==> src/rtl/sc_run_ctrl.sv <==
// Run controller for the single-cycle RISC-V core: streams a program image into
// instruction memory, then owns the CPU reset/enable through RUN and HALT.
module sc_run_ctrl #(
    parameter int          ADDR_W     = 8,
    parameter int          IMEM_DEPTH = 256,
    parameter int          MAX_CYCLES = 300,
    parameter logic [31:0] HALT_INSTR = 32'h00000073
) (
    input  logic              clk,
    input  logic              start,
    input  logic              go,
    input  logic              ld_valid,
    input  logic [31:0]       ld_data,
    input  logic              ld_last,
    output logic              ld_ready,
    output logic              imem_we,
    output logic [ADDR_W-1:0] imem_waddr,
    output logic [31:0]       imem_wdata,
    input  logic [31:0]       cpu_instr,
    output logic              cpu_rst_n,
    output logic              cpu_en,
    output logic              busy,
    output logic              done,
    output logic              timeout,
    output logic              ovf,
    output logic              loaded,
    output logic [31:0]       cycle_cnt
);

    typedef enum logic [1:0] {
        IDLE = 2'd0,
        LOAD = 2'd1,
        RUN  = 2'd2,
        HALT = 2'd3
    } state_t;

    localparam logic [ADDR_W-1:0] LAST_ADDR = ADDR_W'(IMEM_DEPTH - 1);
    localparam logic [ADDR_W-1:0] ADDR_ONE  = ADDR_W'(1);
    localparam logic [31:0]       WD_LIMIT  = 32'(MAX_CYCLES - 1);

    function automatic logic [31:0] sat_inc(input logic [31:0] v);
        return (v == 32'hFFFF_FFFF) ? v : v + 32'd1;
    endfunction

    state_t            state_q, state_d;
    logic              rel_q;
    logic [ADDR_W-1:0] addr_q, addr_d;
    logic              ld_ready_q, ld_ready_d;
    logic              we_q, we_d;
    logic [ADDR_W-1:0] waddr_q, waddr_d;
    logic [31:0]       wdata_q, wdata_d;
    logic              cpu_rst_n_q, cpu_rst_n_d;
    logic              cpu_en_q, cpu_en_d;
    logic              busy_q, busy_d;
    logic              done_q, done_d;
    logic              timeout_q, timeout_d;
    logic              ovf_q, ovf_d;
    logic              loaded_q, loaded_d;
    logic [31:0]       cnt_q, cnt_d;
    logic              accept;
    logic [ADDR_W-1:0] beat_addr;

    // Release flop: together with the state registers it forms the two-flop
    // release, so the first state change lands on the second edge after start rises.
    always_ff @(posedge clk or negedge start) begin
        if (!start) rel_q <= 1'b0;
        else        rel_q <= 1'b1;
    end

    assign accept    = ld_valid & ld_ready_q;
    assign beat_addr = (state_q == IDLE) ? '0 : addr_q;

    always_comb begin
        state_d   = state_q;
        addr_d    = addr_q;
        we_d      = 1'b0;
        waddr_d   = waddr_q;
        wdata_d   = wdata_q;
        done_d    = done_q;
        timeout_d = timeout_q;
        ovf_d     = ovf_q;
        loaded_d  = loaded_q;
        cnt_d     = cnt_q;

        case (state_q)
            IDLE, LOAD: begin
                if (accept) begin
                    // An IDLE beat begins a fresh image at address 0.
                    we_d     = 1'b1;
                    waddr_d  = beat_addr;
                    wdata_d  = ld_data;
                    loaded_d = 1'b0;
                    ovf_d    = 1'b0;
                    if (ld_last) begin
                        state_d  = IDLE;
                        loaded_d = 1'b1;
                        addr_d   = '0;
                    end else if (beat_addr == LAST_ADDR) begin
                        state_d  = IDLE;
                        loaded_d = 1'b1;
                        ovf_d    = 1'b1;
                        addr_d   = '0;
                    end else begin
                        state_d  = LOAD;
                        addr_d   = beat_addr + ADDR_ONE;
                    end
                end else if (state_q == IDLE && go && loaded_q) begin
                    state_d = RUN;
                    cnt_d   = '0;
                end
            end
            RUN: begin
                cnt_d = sat_inc(cnt_q);
                if (cpu_instr == HALT_INSTR) begin
                    state_d = HALT;
                    done_d  = 1'b1;
                end else if (cnt_q == WD_LIMIT) begin
                    state_d   = HALT;
                    timeout_d = 1'b1;
                end
            end
            HALT: begin
                if (go) begin
                    state_d   = IDLE;
                    done_d    = 1'b0;
                    timeout_d = 1'b0;
                end
            end
            default: state_d = IDLE;
        endcase

        ld_ready_d  = (state_d == IDLE) || (state_d == LOAD);
        busy_d      = (state_d == LOAD) || (state_d == RUN);
        cpu_rst_n_d = (state_d == RUN) || (state_d == HALT);
        cpu_en_d    = (state_d == RUN);
    end

    always_ff @(posedge clk or negedge start) begin
        if (!start) begin
            state_q     <= IDLE;
            addr_q      <= '0;
            ld_ready_q  <= 1'b0;
            we_q        <= 1'b0;
            waddr_q     <= '0;
            wdata_q     <= '0;
            cpu_rst_n_q <= 1'b0;
            cpu_en_q    <= 1'b0;
            busy_q      <= 1'b0;
            done_q      <= 1'b0;
            timeout_q   <= 1'b0;
            ovf_q       <= 1'b0;
            loaded_q    <= 1'b0;
            cnt_q       <= '0;
        end else if (rel_q) begin
            state_q     <= state_d;
            addr_q      <= addr_d;
            ld_ready_q  <= ld_ready_d;
            we_q        <= we_d;
            waddr_q     <= waddr_d;
            wdata_q     <= wdata_d;
            cpu_rst_n_q <= cpu_rst_n_d;
            cpu_en_q    <= cpu_en_d;
            busy_q      <= busy_d;
            done_q      <= done_d;
            timeout_q   <= timeout_d;
            ovf_q       <= ovf_d;
            loaded_q    <= loaded_d;
            cnt_q       <= cnt_d;
        end
    end

    assign ld_ready   = ld_ready_q;
    assign imem_we    = we_q;
    assign imem_waddr = waddr_q;
    assign imem_wdata = wdata_q;
    assign cpu_rst_n  = cpu_rst_n_q;
    assign cpu_en     = cpu_en_q;
    assign busy       = busy_q;
    assign done       = done_q;
    assign timeout    = timeout_q;
    assign ovf        = ovf_q;
    assign loaded     = loaded_q;
    assign cycle_cnt  = cnt_q;

endmodule
==> config.mk <==
export PLATFORM = sky130hd
export DESIGN_NAME = sc_run_ctrl
export DESIGN_NICKNAME = d
export VERILOG_FILES = /design/src/rtl/sc_run_ctrl.sv
export SDC_FILE = /design/constraint.sdc
export NUM_CORES = 1
export LEC_CHECK = 0
export ABC_AREA = 0
export BUFFER_PORTS_ARGS = -buffer_cell sky130_fd_sc_hd__buf_2
export CAP_MARGIN = 20
export CORE_MARGIN = 8
export CORE_UTILIZATION = 40
export CTS_CLUSTER_DIAMETER = 150
export CTS_CLUSTER_SIZE = 20
export DETAILED_ROUTE_END_ITERATION = 8
export GPL_TIMING_DRIVEN = 0
export PLACE_DENSITY = 0.73
export SYNTH_ARGS = -nofsm -noshare
export SYNTH_HDL_FRONTEND = slang
export SYNTH_SLANG_ARGS = --single-unit
==> constraint.sdc <==
create_clock -name clk -period 7.9 [get_ports clk]
set_input_delay 0.395 -clock clk [delete_from_list [all_inputs] [get_ports clk]]
set_output_delay 0.395 -clock clk [all_outputs]
set_load 0.01 [all_outputs]
==> metrics.cfg <==
[outcome]
status=complete, no violations

[global_route]
grt_antenna_before_repair=0
grt_max_degree=66
grtUsageTotal_pct=19.2
overflow=0
first_global_vias=4785
grt_pass1_wl_um=23200

[worst_setup_path]
regToRegSetupSlack_ps=4570
crit_arrival_ps=3570
start_kind=flop
worst-path-buf-inv=2
cp_top_family=compound AO/OA/AOI/OAI gates
worstPathCellList=clkbuf_1 > or2_2 > clkbuf_1 > and2_1 > ha_1 > o2111a_1 > a31oi_1 > mux2_2 > a21oi_1 > ha_1 > mux2_2
crit_fanout=10
required_ps=8140
crit_path_top_delay_cell=dfrtp_1
cpPeakStageDelay_ps=480
path_class=reg2reg
setup.worst_path.end_class=flop

[finish]
drive_above_1_share_pct=27.9
areaGrowthSynthToFinish_pct=27.5
fin_util_pct=51.9
diodes=0
num-nets-final=755

[pwr]
leakagePower_nw=2.93
vdd_drop_max_v=0.000201
power.density_nw_per_um2=301

[cts]
ctsLongestPathBuffers=2
clk_pin_slew_worst_paths_ps=70
cts_tree=done
clock-sinks=91
cts_max_level=3
cts_resized=0
root_buffer=clkbuf_16
worstSkewPairLatency_ps=350
numCtsBuffers=9

[placement]
port-buffer-count=149
dp_hpwl_um=10600
gp_congestion=0.886
pre_cts_slack_ps=4570

[floorplan]
coreArea_um2=11400
rows=39
io_pins=150
die_w_um=124
start_util_pct=40.7
die_y_um=124
dieArea_um2=15300

[yosys]
yosys-mux-area-fraction_pct=1.41
synth_compound_area_share_pct=16.1
synthCells=520
yosysMostFrequentCell=nand2_1
synth_top_cells_by_count=146 x nand2_1, 91 x dfrtp_1, 28 x o21ai_0
syn_nets=592
synth_cell_types=59
yosys.area.top_type_share_pct=49.2
async_flop_share_pct=100
synth_top_family_by_area=simple AND/OR/NAND/NOR gates
synth_area_leader_cell=dfrtp_1
ys_ff_latch=91
synth_edf_count=0
synth_simple_gate_area_share_pct=28.2
ys.flop_type=dfrtp_1
synth.avg_cell_area_um2=8.90
synthAdderAreaFrac_pct=0.811
yosysSeqAreaShare_pct=49.2
yosys-top-cells-area=dfrtp_1 49%, nand2_1 12%, o31ai_1 4.4%
synthXorXnorAreaFrac_pct=0.189
synthesis.area_um2=4630
yosysWarnings=0

[job]
max_cap_viol_count=0

[sta]
fmax_ghz=0.300
hold_violations=0
worst_slew_pin_slew_ps=995
fin_setup_tns_ps=0
rsz0062_at_grt=no
fin_crit_sh_pct=42.1
setup_violations=0
final.setup.worst_slack_ps=4570
slew_headroom_pct=33.1
holdWs_ps=230
skew_ps=8.03
min_period_ps=3330
maxSlewViolCount=0

[hold_path]
min_path_type=in2reg

[route]
vias_per_cell=5.71
vias=4742
initialDrtViolationCount=375
drc=0
dr.pass1.iters=5
wire_per_inst_um=17.3
ant_nets=0
routed_wl_um=14400

routing by layer:
layer  vias up  wire length, um  global-route usage (%)
met3        35             1590                    8.17
li1       2205                -                       -
met1      2272             5850                    22.9
met5         -                0                       0
met4         0              248                    7.90
met2       230             6720                    30.0
metrics by stage:
step                      power (mW)  cell area, um2  std cells
after detailed placement        1.34            5580        813
after floorplan                 1.06            4630        520
final                           1.77            5900        831
after global routing            1.90            5900        831
after CTS                       1.79            5890        830
after global placement          1.31            5550        812
cell families (layout without fill, tap and decap cells):
kind of cell | after synthesis | count (layout)
and+or+nand+nor | 269 | 269
AOI/OAI and AO/OA | 108 | 108
DFF | 91 | 91
buffers and inverters | 41 | 209
muxes | 6 | 6
adders and majority gates | 3 | 3
other | 1 | 1
xor gates and xnor gates | 1 | 1
state kept, by name, summed over array words and instances (netlist names):
name	cells
loaded	1
cpu_en	1
timeout	1
state_q	2
rel_q	1
ld_ready	1
done	1
imem_waddr	8
imem_we	1
cycle_cnt	32
addr_q	8
imem_wdata	32
busy	1
ovf	1
where the power goes:
| group | switching, mW | total, mW | internal (mW) |
|---|---|---|---|
| sequential | 0.105 | 0.705 | 0.600 |
| clock | 0.189 | 0.445 | 0.256 |
| combinational | 0.385 | 0.625 | 0.240 |
layout make-up:
type	count	area [um2]
plain buffers	31	148
clock buffers	11	243
clock inverters	5	60.1
fillers	1046	5470
inverters	10	37.5
multi-input cells	388	2160
flip-flops and latches	91	2280
well taps	143	179
repair buffers	152	791
worst min-delay path: cells and delay by family:
| kind | cells | cell delay [ps] |
|---|---|---|
| buf+inv | 1 | 70 |
| simple gates | 2 | 80 |
placed cells by master (no fill, tap or decap), types with 4 or more instances in the layout:
cell type,n
o21ai_0,28
o31ai_1,27
nand2b_1,4
nand3_1,23
nor4_1,13
and2_1,7
and3_1,8
o41ai_1,4
nand4_1,16
clkbuf_16,9
dfrtp_1,91
nand2_1,146
inv_1,10
buf_2,152
a21oi_1,7
clkbuf_1,24
nor3_1,13
a211oi_1,4
a31oi_1,14
mux2_2,4
nor2_1,14
final timing paths:
path	from	endpoint	depth (start not counted)
min in group asynchronous	start	cycle_cnt[5]	2
max reg2reg	state_q[1]	cpu_en	11
min reg2reg	imem_wdata[8]	imem_wdata[8]	2
max in group asynchronous	start	imem_wdata[1]	3
max	state_q[1]	cpu_en	11
min	ld_data[17]	imem_wdata[17]	3
repair_timing:
item / 4_1_cts / 5_1_grt
hold buffers: 1 / 0
setup buffers: 0 / 0
endpoints found under the hold margin: 26 / 0
Power figures use the tool's default switching activity.
